## src/rtl/mm_agu_seq_if.sv

```systemverilog
// Control/address bundle between the top-level control FSM, the matmul loop
// sequencer and the four-port address generator.
interface mm_agu_seq_if #(
   parameter int ADDR_WIDTH = 12,
   parameter int DIM_W      = 11
);
   localparam int AW2 = ADDR_WIDTH + 2;

   logic             start;
   logic [DIM_W-1:0] n_rows;
   logic [DIM_W-1:0] n_cols;
   logic [DIM_W-1:0] k_len;
   logic [3:0]       stride_cfg;
   logic [AW2-1:0]   a_base;
   logic [AW2-1:0]   b_base;
   logic [AW2-1:0]   c_base;
   logic [AW2-1:0]   d_base;
   logic             stall;

   logic [3:0]       clr_en;
   logic [3:0]       add_en;
   logic [3:0]       stride;
   logic [AW2-1:0]   a_start;
   logic [AW2-1:0]   b_start;
   logic [AW2-1:0]   c_start;
   logic [AW2-1:0]   d_start;
   logic             mac_valid;
   logic             mac_first;
   logic             mac_last;
   logic             wr_en;
   logic             busy;
   logic             done;

   modport slave (
      input  start, n_rows, n_cols, k_len, stride_cfg,
             a_base, b_base, c_base, d_base, stall,
      output clr_en, add_en, stride, a_start, b_start, c_start, d_start,
             mac_valid, mac_first, mac_last, wr_en, busy, done
   );

   modport master (
      output start, n_rows, n_cols, k_len, stride_cfg,
             a_base, b_base, c_base, d_base, stall,
      input  clr_en, add_en, stride, a_start, b_start, c_start, d_start,
             mac_valid, mac_first, mac_last, wr_en, busy, done
   );
endinterface

```

## src/rtl/mm_agu_seq.sv

```systemverilog
// Row-major loop-nest sequencer for D = A*B + C: drives clear/advance controls and
// next-dot-product start addresses so dot products run back-to-back.
module mm_agu_seq #(
   parameter int ADDR_WIDTH = 12,
   parameter int DIM_W      = 11,
   parameter int MAC_LAT    = 2
) (
   input  logic         clk,
   input  logic         rstn,
   mm_agu_seq_if.slave  bus
);
   localparam int AW2 = ADDR_WIDTH + 2;

   typedef enum logic [2:0] {IDLE, CLEAR, RUN, DRAIN, DONE} state_t;

   state_t           state, state_nx;
   logic [DIM_W-1:0] rows, cols, klen;
   logic [DIM_W-1:0] k, cur_r, cur_c, sc;
   logic [AW2-1:0]   a_step, b_step, b_base_q;
   logic [AW2-1:0]   a_st, b_st, c_st, d_st;
   logic [3:0]       stride_q;
   logic [MAC_LAT-1:0] last_pipe, pipe_shift;
   logic [3:0]       clr;
   logic [2:0]       add_lo;
   logic             latch, step, adv, k_last, dp_final, zero_dim;

   assign k_last     = (k == klen - DIM_W'(1));
   assign dp_final   = (cur_r == rows - DIM_W'(1)) && (cur_c == cols - DIM_W'(1));
   assign zero_dim   = (bus.n_rows == '0) || (bus.n_cols == '0) || (bus.k_len == '0);
   assign pipe_shift = last_pipe << 1;

   always_ff @(posedge clk or negedge rstn) begin
      if (!rstn) state <= IDLE;
      else       state <= state_nx;
   end

   always_comb begin
      state_nx      = state;
      clr           = 4'b0000;
      add_lo        = 3'b000;
      bus.mac_valid = 1'b0;
      bus.mac_first = 1'b0;
      bus.mac_last  = 1'b0;
      latch         = 1'b0;
      step          = 1'b0;
      adv           = 1'b0;
      case (state)
         IDLE: if (bus.start) begin
            latch    = 1'b1;
            state_nx = zero_dim ? DONE : CLEAR;
         end
         CLEAR: begin
            clr      = 4'b1111;
            adv      = 1'b1;
            state_nx = RUN;
         end
         RUN: if (!bus.stall) begin
            step          = 1'b1;
            bus.mac_valid = 1'b1;
            bus.mac_first = (k == '0);
            bus.mac_last  = k_last;
            if (!k_last) begin
               add_lo = 3'b011;
            end else if (dp_final) begin
               add_lo   = 3'b111;
               state_nx = DRAIN;
            end else begin
               // clear wins over advance in the AGU, so A/B jump to the next bases
               add_lo = 3'b100;
               clr    = 4'b0011;
               adv    = 1'b1;
            end
         end
         // leave once the last pending write is leaving the pipe this cycle
         DRAIN: if (pipe_shift == '0) state_nx = DONE;
         DONE:    state_nx = IDLE;
         default: state_nx = IDLE;
      endcase
   end

   always_ff @(posedge clk or negedge rstn) begin
      if (!rstn) begin
         rows <= '0; cols <= '0; klen <= '0;
         k <= '0; cur_r <= '0; cur_c <= '0; sc <= '0;
         a_step <= '0; b_step <= '0; b_base_q <= '0;
         a_st <= '0; b_st <= '0; c_st <= '0; d_st <= '0;
         stride_q  <= '0;
         last_pipe <= '0;
      end else begin
         last_pipe <= pipe_shift | MAC_LAT'(bus.mac_last);
         if (latch) begin
            rows     <= bus.n_rows;
            cols     <= bus.n_cols;
            klen     <= bus.k_len;
            stride_q <= bus.stride_cfg;
            a_step   <= AW2'(bus.k_len) << bus.stride_cfg[0];
            b_step   <= AW2'(bus.k_len) << bus.stride_cfg[1];
            b_base_q <= bus.b_base;
            a_st     <= bus.a_base;
            b_st     <= bus.b_base;
            c_st     <= bus.c_base;
            d_st     <= bus.d_base;
            k        <= '0;
            cur_r    <= '0;
            cur_c    <= '0;
            sc       <= '0;
         end
         if (step) begin
            k <= k_last ? '0 : k + DIM_W'(1);
            if (k_last && !dp_final) begin
               if (cur_c == cols - DIM_W'(1)) begin
                  cur_c <= '0;
                  cur_r <= cur_r + DIM_W'(1);
               end else begin
                  cur_c <= cur_c + DIM_W'(1);
               end
            end
         end
         // start registers always hold the bases of the dot product after the current one
         if (adv) begin
            if (sc == cols - DIM_W'(1)) begin
               sc   <= '0;
               a_st <= a_st + a_step;
               b_st <= b_base_q;
            end else begin
               sc   <= sc + DIM_W'(1);
               b_st <= b_st + b_step;
            end
         end
      end
   end

   assign bus.clr_en  = clr;
   assign bus.add_en  = {last_pipe[MAC_LAT-1], add_lo};
   assign bus.wr_en   = last_pipe[MAC_LAT-1];
   assign bus.stride  = stride_q;
   assign bus.a_start = a_st;
   assign bus.b_start = b_st;
   assign bus.c_start = c_st;
   assign bus.d_start = d_st;
   assign bus.busy    = (state != IDLE);
   assign bus.done    = (state == DONE);
endmodule

```

## src/flat_wrapper.sv

```systemverilog
// flat-port wrapper written by rule: the top's interface ports become plain ports
module mm_agu_seq_flat 
#(
   parameter int ADDR_WIDTH = 12,
   parameter int DIM_W      = 11,
   parameter int MAC_LAT    = 2
)
  (clk, rstn, bus_start, bus_n_rows, bus_n_cols, bus_k_len, bus_stride_cfg, bus_a_base, bus_b_base, bus_c_base, bus_d_base, bus_stall, bus_clr_en, bus_add_en, bus_stride, bus_a_start, bus_b_start, bus_c_start, bus_d_start, bus_mac_valid, bus_mac_first, bus_mac_last, bus_wr_en, bus_busy, bus_done);
  mm_agu_seq_if #(.ADDR_WIDTH(ADDR_WIDTH), .DIM_W(DIM_W)) bus_i ();
  input  logic clk;
  input  logic rstn;
  input wire logic [$bits(bus_i.start)-1:0] bus_start;
  input wire logic [$bits(bus_i.n_rows)-1:0] bus_n_rows;
  input wire logic [$bits(bus_i.n_cols)-1:0] bus_n_cols;
  input wire logic [$bits(bus_i.k_len)-1:0] bus_k_len;
  input wire logic [$bits(bus_i.stride_cfg)-1:0] bus_stride_cfg;
  input wire logic [$bits(bus_i.a_base)-1:0] bus_a_base;
  input wire logic [$bits(bus_i.b_base)-1:0] bus_b_base;
  input wire logic [$bits(bus_i.c_base)-1:0] bus_c_base;
  input wire logic [$bits(bus_i.d_base)-1:0] bus_d_base;
  input wire logic [$bits(bus_i.stall)-1:0] bus_stall;
  output wire logic [$bits(bus_i.clr_en)-1:0] bus_clr_en;
  output wire logic [$bits(bus_i.add_en)-1:0] bus_add_en;
  output wire logic [$bits(bus_i.stride)-1:0] bus_stride;
  output wire logic [$bits(bus_i.a_start)-1:0] bus_a_start;
  output wire logic [$bits(bus_i.b_start)-1:0] bus_b_start;
  output wire logic [$bits(bus_i.c_start)-1:0] bus_c_start;
  output wire logic [$bits(bus_i.d_start)-1:0] bus_d_start;
  output wire logic [$bits(bus_i.mac_valid)-1:0] bus_mac_valid;
  output wire logic [$bits(bus_i.mac_first)-1:0] bus_mac_first;
  output wire logic [$bits(bus_i.mac_last)-1:0] bus_mac_last;
  output wire logic [$bits(bus_i.wr_en)-1:0] bus_wr_en;
  output wire logic [$bits(bus_i.busy)-1:0] bus_busy;
  output wire logic [$bits(bus_i.done)-1:0] bus_done;
  assign bus_i.start = bus_start;
  assign bus_i.n_rows = bus_n_rows;
  assign bus_i.n_cols = bus_n_cols;
  assign bus_i.k_len = bus_k_len;
  assign bus_i.stride_cfg = bus_stride_cfg;
  assign bus_i.a_base = bus_a_base;
  assign bus_i.b_base = bus_b_base;
  assign bus_i.c_base = bus_c_base;
  assign bus_i.d_base = bus_d_base;
  assign bus_i.stall = bus_stall;
  assign bus_clr_en = bus_i.clr_en;
  assign bus_add_en = bus_i.add_en;
  assign bus_stride = bus_i.stride;
  assign bus_a_start = bus_i.a_start;
  assign bus_b_start = bus_i.b_start;
  assign bus_c_start = bus_i.c_start;
  assign bus_d_start = bus_i.d_start;
  assign bus_mac_valid = bus_i.mac_valid;
  assign bus_mac_first = bus_i.mac_first;
  assign bus_mac_last = bus_i.mac_last;
  assign bus_wr_en = bus_i.wr_en;
  assign bus_busy = bus_i.busy;
  assign bus_done = bus_i.done;
  mm_agu_seq #(.ADDR_WIDTH(ADDR_WIDTH), .DIM_W(DIM_W), .MAC_LAT(MAC_LAT)) u_core (.clk(clk), .rstn(rstn), .bus(bus_i));
endmodule
```

## config.mk

```make
export PLATFORM = sky130hd
export DESIGN_NAME = mm_agu_seq_flat
export DESIGN_NICKNAME = d
export VERILOG_FILES = /design/src/rtl/mm_agu_seq_if.sv /design/src/rtl/mm_agu_seq.sv /design/src/flat_wrapper.sv
export SDC_FILE = /design/constraint.sdc
export NUM_CORES = 1
export LEC_CHECK = 0
export BUFFER_PORTS_ARGS = -buffer_cell sky130_fd_sc_hd__buf_2
export CAP_MARGIN = 20
export CORE_MARGIN = 3
export CORE_UTILIZATION = 37
export DETAILED_ROUTE_END_ITERATION = 10
export PLACE_DENSITY_LB_ADDON = 0.25
export SLEW_MARGIN = 30
export SYNTH_ARGS = -nofsm -noshare
export SYNTH_HDL_FRONTEND = slang
export SYNTH_SLANG_ARGS = --single-unit
```

## constraint.sdc

```tcl
create_clock -name clk -period 8.15 [get_ports clk]
set_clock_uncertainty 0.1 [all_clocks]
set_input_delay 0.4075 -clock clk [delete_from_list [all_inputs] [get_ports clk]]
set_output_delay 0.4075 -clock clk [all_outputs]
set_load 0.01 [all_outputs]
```

* Word-level counts from Yosys, hierarchy flattened
Cells that the tools add are included.
** Cells by class
- Equal/unequal tests :: 13
- Add/subtract/negate cells :: 9
- Shift operators :: 2
- Reductions and logical operators :: 15
- Muxes and demuxes :: 46
- Bitwise operators :: 1
** Operators with widths (number)
- $mux W11 :: 13
- $mux W14 :: 6
- $add A11 B1 Y11 const B :: 4
- $eq A11 B11 Y1 :: 4
- $logic_not A11 Y1 :: 4
- $sub A11 B1 Y11 const B :: 3
- $add A14 B14 Y14 :: 2
- $shl A11 B1 Y14 :: 2
- $mux W3 :: 9
- $pmux W3 S4 :: 1
- $mux W1 :: 11
- $mux W4 :: 2
- $pmux W4 S2 :: 1
- $eq A3 B2 Y1 const B :: 2
- $ne A2 B1 Y1 const B :: 3
- $reduce_and A5 Y1 :: 1
- $mux W2 :: 2
- $ne A2 B2 Y1 const B :: 2
- $reduce_bool A2 Y1 :: 2
- $eq A3 B1 Y1 const B :: 1
- $eq A3 B3 Y1 const B :: 1
- $logic_not A3 Y1 :: 1
- $reduce_bool A3 Y1 :: 1
- $logic_and A1 B1 Y1 :: 2
- 5 further kinds :: 6
** Word-level totals
- Bits in registers :: 184
- Output and inout bits :: 74

* Longest topological paths before layout
- Depth in word-level cells :: 8
- Depth in mapped cells :: 14
- Mapped depth without buffers :: 12

* Worst setup path after synthesis
OpenSTA, ideal clock, no wires.
- Path type :: reg2out
- From :: register u_core.cols[0]
- To :: output bus_add_en[1]
- Required time :: 7.643 ns
- Data arrival time :: 3.472 ns
- Cell stages (with the launch flop) :: 12
- Slack :: 4.170 ns
- Cells stage by stage :: dfrtp_1 inv_1 ha_1 buf_2 or4b_4 o21a_1 a211o_1 or4_1 or4_4 or4_1 a21oi_1 buf_4
** On the way
- Cells in the longest elaborated chain, start to end :: 7
** Ends and longest elaborated chain
- start, declared :: line mm_agu_seq.sv:17 : logic [DIM_W-1:0] rows, cols, klen;
- start signal, assigned :: line mm_agu_seq.sv:93 : cols <= bus.n_cols;
- $sub A11 B1 Y11 :: line mm_agu_seq.sv:28 : assign dp_final = (cur_r == rows - DIM_W'(1)) && (cur_c == cols - DIM_W'(1));
- $eq A11 B11 Y1 :: line mm_agu_seq.sv:28
- $logic_and A1 B1 Y1 :: line mm_agu_seq.sv:28
- $mux W2 :: line mm_agu_seq.sv:64 : end else if (dp_final) begin
- $mux W3 :: line mm_agu_seq.sv:62 : if (!k_last) begin
- $mux W3 :: line mm_agu_seq.sv:57 : RUN: if (!bus.stall) begin
- $mux W3 :: line mm_agu_seq.sv:47 : case (state)
- end, declared :: line flat_wrapper.sv:23 : output wire logic [$bits(bus_i.add_en)-1:0] bus_add_en;
No other way between the ends.

* Worst setup path after layout
- From :: register u_core.cols[0]
- To :: output bus_clr_en[0]
** On the way
- Cells in the longest elaborated chain, start to end :: 7
** Ends and longest elaborated chain
- $sub A11 B1 Y11 :: line mm_agu_seq.sv:28
- $eq A11 B11 Y1 :: line mm_agu_seq.sv:28
- $logic_and A1 B1 Y1 :: line mm_agu_seq.sv:28
- $mux W2 :: line mm_agu_seq.sv:64
- $mux W4 :: line mm_agu_seq.sv:62
- $mux W4 :: line mm_agu_seq.sv:57
- $pmux W4 S2 :: line mm_agu_seq.sv:47
- end, declared :: line flat_wrapper.sv:22 : output wire logic [$bits(bus_i.clr_en)-1:0] bus_clr_en;
No other way between the ends.

==> parameters.txt <==
Parameter                              Value

Worst setup path
  Worst path top cell family by delay ... simple AND/OR/NAND/NOR gates
  Source of the worst register-to-register timing path ... u_core.cols[0]
  Required @ worst endpoint ... 7.64 ns
  Category of the most critical setup path ... register to primary output
  WP data arrival ... 4.28 ns
  Worst R2R Path Depth ... 12
  Startpoint kind of the worst setup timing path ... register
  Worst stage delay on the critical path ... 0.53 ns
  Worst path buffer plus inverter count ... 4
  Sequence of cells on the critical path ... inv_1 -> ha_1 -> or4b_4 -> o21a_1 -> a211o_1 -> or4_1 -> or3_2 -> o31a_1 -> nor2_2 -> buf_4 -> inv_1 -> buf_2
  R2r endpoint ... u_core.sc[7]
  Worst-path cell with the longest stage delay ... sky130_fd_sc_hd__or4b_4
  Highest fanout seen on the critical path ... 36
  Dominant cell type by count on the critical path ... sky130_fd_sc_hd__inv_1
  Kind of capture point of the worst setup path ... primary output
  Worst R2R Setup Slack ... 3.79 ns

Synth
  Synthesis warning total ... 0
  Sequential fraction of the synthesis area ... 0.4262
  Average instance area after synthesis ... 8.572 um2
  Share of flip-flops with an asynchronous set or reset ... 1.000
  Number of enable flip-flop cells after synthesis ... 0
  Top cells by area, synth ... sky130_fd_sc_hd__dfrtp_1, sky130_fd_sc_hd__nand2_1, sky130_fd_sc_hd__mux2i_1, sky130_fd_sc_hd__o21ai_0, sky130_fd_sc_hd__ha_1
  Count of state elements after synthesis ... 180
  Syn nets ... 1364
  Post-synthesis cell type count ... 72
  Synth Cell Area ... 10570 um2
  Primary flip-flop cell chosen by synthesis mapping ... sky130_fd_sc_hd__dfrtp_1
  Fraction of synthesized cell area taken by the top area cell type ... 0.4262
  Number of instances in the synthesized netlist ... 1233
  Post-synth top area cell ... sky130_fd_sc_hd__dfrtp_1

CTS
  Largest buffer count on any clock path ... 2
  Buffer count from post-CTS setup fixing ... 0
  Number of levels the H-tree was split into ... 4
  Number of sinks on the clock net ... 180
  Root Buffer Master ... sky130_fd_sc_hd__clkbuf_16
  TritonCTS clock tree ... done
  Clock latency at the later pin of the worst-skew pair ... 0.43 ns
  Clock slew at the register clock pins of the worst setup and hold paths ... 0.07 ns
  Cts bufs inserted ... 17

Global routing
  Antenna violations before repair ... 1
  Global-route layer with the greatest usage ... met2
  Met2 Use GR ... 0.3021
  Total gr overflow ... 0
  Met3 usage in global routing ... 0.03694
  Met1 Resource Use GR ... 0.2471
  Overall Global Routing Usage ... 0.1826
  Pin count of the biggest net entering global routing ... 107
  Wire length of the first global-routing pass ... 45880 um
  Vias in the first global route ... 8895

STA
  Max Fclk ... 0.2089 GHz
  Final setup vio count ... 0
  Final number of max-transition violations ... 0
  Relative slew margins ... 0.3961
  Setup repair after global routing missed its margin ... false
  Final Hold Viols ... 0
  Min cycle time layout ... 4.786 ns
  Part of the cycle the worst path needs ... 0.5872
  Setup TNS ... 0 ns
  Pin slew with the least headroom to its limit ... 0.8976 ns

Routing
  Detailed-route DRC error count ... 0
  Count of TritonRoute iterations in the first routing pass ... 5
  Post-detailed-routing wire length ... 27790 um
  Routed vias ... 9048
  Via density per instance ... 5.191
  Count of antenna-violating nets left after detailed routing ... 0
  First-iteration detailed-routing DRC count ... 529
  Average wire length per cell after detail routing ... 15.94 um

Outcome
  Result of the run ... complete, no violations

Die
  Total Die Area ... 30630 um2
  Row Count ... 61
  Core area ... 27930 um2
  Die span in x ... 175.0 um
  Height of the die ... 175.0 um
  Initial core utilization ... 0.3783
  Total I/O pin count ... 171

Pwr
  P per Cell Area ... 366.9 nW/um2
  Static Leakage ... 6.014 nW
  Overall Power ... 4.503 mW
  IR drop worst, VDD ... 135.4 uV

Min path
  Hold endpoint ... u_core.bus.d_start[6]
  Worst min path class ... input pin to register
  Worst min-delay path startpoint ... bus_d_base[6]
  Hold path cells ... 3

Placement
  Half-perimeter wire length after detailed placement ... 19480 um
  I/O Buffers ... 170
  Final GP Congestion ... 0.8354

Cells and area
  Nets@finish ... 1483
  Layout cell share with drive strength beyond 1 ... 0.1657
  Number of fill cells in the layout ... 2862
  Synth-to-Final Area Change ... 16.15%

Run
  Max-capacitance violation count ... 0
-- logic make-up after synthesis --
group / share of synthesized area
mux: 0.04700
flops: 0.4262
simple gates: 0.2440
xor+xnor: 0.06132
buf+inv: 0.04297
compound gates: 0.1350
fa+ha+maj: 0.04357
-- state kept, by name (all words and copies together), names as in the netlist --
name	count
u_core.a_step	12
u_core.b_base_q	14
u_core.b_step	12
u_core.bus.a_start	14
u_core.bus.b_start	14
u_core.bus.c_start	14
u_core.bus.d_start	14
u_core.bus.stride	4
u_core.cols	11
u_core.cur_c	11
u_core.cur_r	11
u_core.k	11
u_core.klen	11
u_core.last_pipe	2
u_core.rows	11
u_core.sc	11
u_core.state	3
-- routing by layer --
layer | share of wire | routed length (um) | up-vias
li1 | - | - | 4502
met1 | 0.47 | 13100 | 4328
met2 | 0.47 | 13080 | 187
met3 | 0.044 | 1224 | 29
met4 | 0.013 | 369 | 2
met5 | 0.00047 | 13 | -
-- cell usage in the layout, fill, tap and decap left out, types with 10 or more instances in the layout --
| cell | instances |
|---|---|
| sky130_fd_sc_hd__xor2_1 | 45 |
| sky130_fd_sc_hd__a21o_1 | 10 |
| sky130_fd_sc_hd__a211oi_1 | 14 |
| sky130_fd_sc_hd__nor4_1 | 15 |
| sky130_fd_sc_hd__nand3_1 | 37 |
| sky130_fd_sc_hd__ha_1 | 32 |
| sky130_fd_sc_hd__inv_1 | 32 |
| sky130_fd_sc_hd__o21ai_0 | 82 |
| sky130_fd_sc_hd__o211ai_1 | 11 |
| sky130_fd_sc_hd__buf_2 | 169 |
| sky130_fd_sc_hd__nand2b_1 | 12 |
| sky130_fd_sc_hd__nand2_1 | 308 |
| sky130_fd_sc_hd__xnor2_1 | 29 |
| sky130_fd_sc_hd__dfrtp_1 | 180 |
| sky130_fd_sc_hd__mux2i_1 | 44 |
| sky130_fd_sc_hd__nor2_1 | 72 |
| sky130_fd_sc_hd__and3_1 | 16 |
| sky130_fd_sc_hd__or3_1 | 11 |
| sky130_fd_sc_hd__nor3_1 | 19 |
| sky130_fd_sc_hd__a21oi_1 | 33 |
| sky130_fd_sc_hd__nor2b_1 | 13 |
| sky130_fd_sc_hd__clkbuf_16 | 17 |
| sky130_fd_sc_hd__a31oi_1 | 14 |
| sky130_fd_sc_hd__nand4_1 | 10 |
-- per-stage QoR --
step	setup WS (ns)	instances	cell area [um2]	hold slack, ns	util
2_1_floorplan	4.170	1233	10570	0.01191	-
6_report	3.364	1743	12280	0.05940	0.4394
3_3_place_gp	3.688	1708	11630	0.3009	0.4162
5_1_grt	3.094	1742	12270	0.04446	0.4394
4_1_cts	3.337	1740	12240	0.02666	0.4380
3_5_place_dp	3.838	1709	11670	0.2941	0.4176
-- layout make-up --
cell class                      instances  area [um2]  share of cell area
Tap cell                              378       473.0             0.03853
Timing Repair Buffer                  179       969.7             0.07899
Clock buffer                           22       474.2             0.03863
Sequential cell                       180        4504              0.3669
Multi-Input combinational cell        942        5637              0.4592
Antenna cell                            1       2.502           0.0002039
Inverter                               32       120.1            0.009785
Clock inverter                          9       95.09            0.007746
-- worst min-delay path: cells and delay by family --
family | cells | cell delay (ns)
and+or+nand+nor | 2 | 0.08
buffers and inverters | 1 | 0.07
-- power breakdown --
| group | internal, mW | switching, mW |
|---|---|---|
| Combinational | 0.906 | 1.21 |
| Sequential | 1.23 | 0.346 |
| Clock | 0.449 | 0.371 |
-- Yosys cell counts (all sizes together) (11+ instances only) --
master  instances
nor2           73
xor2           45
a21oi          33
a31oi          14
inv            32
nor2b          13
nand2b         12
dfrtp         180
o21ai          83
o211ai         11
a211oi         14
ha             32
clkbuf         55
nand2         309
nand3          37
and3           16
mux2i          44
xnor2          29
nor3           20
or3            12
buf            24
nor4           16
-- worst max-delay path by stage --
stage / depth (start not counted) / to / from
6_report: 12 / bus_clr_en[0] / u_core.cols[0]
5_1_grt: 12 / bus_clr_en[1] / u_core.cols[0]
4_1_cts: 12 / bus_clr_en[0] / u_core.cols[0]
3_5_place_dp: 12 / bus_clr_en[0] / u_core.cols[0]
3_3_place_gp: 11 / u_core.bus.a_start[12] / u_core.cols[0]
2_1_floorplan: 11 / bus_add_en[1] / u_core.cols[0]
-- repair_timing --
action	in CTS	in global routing
hold buffers	0	1
hold endpoints to repair	0	48
endpoints found under the setup margin	0	0
resized for setup	0	0
No activity file was read; power rests on OpenSTA's default activity.
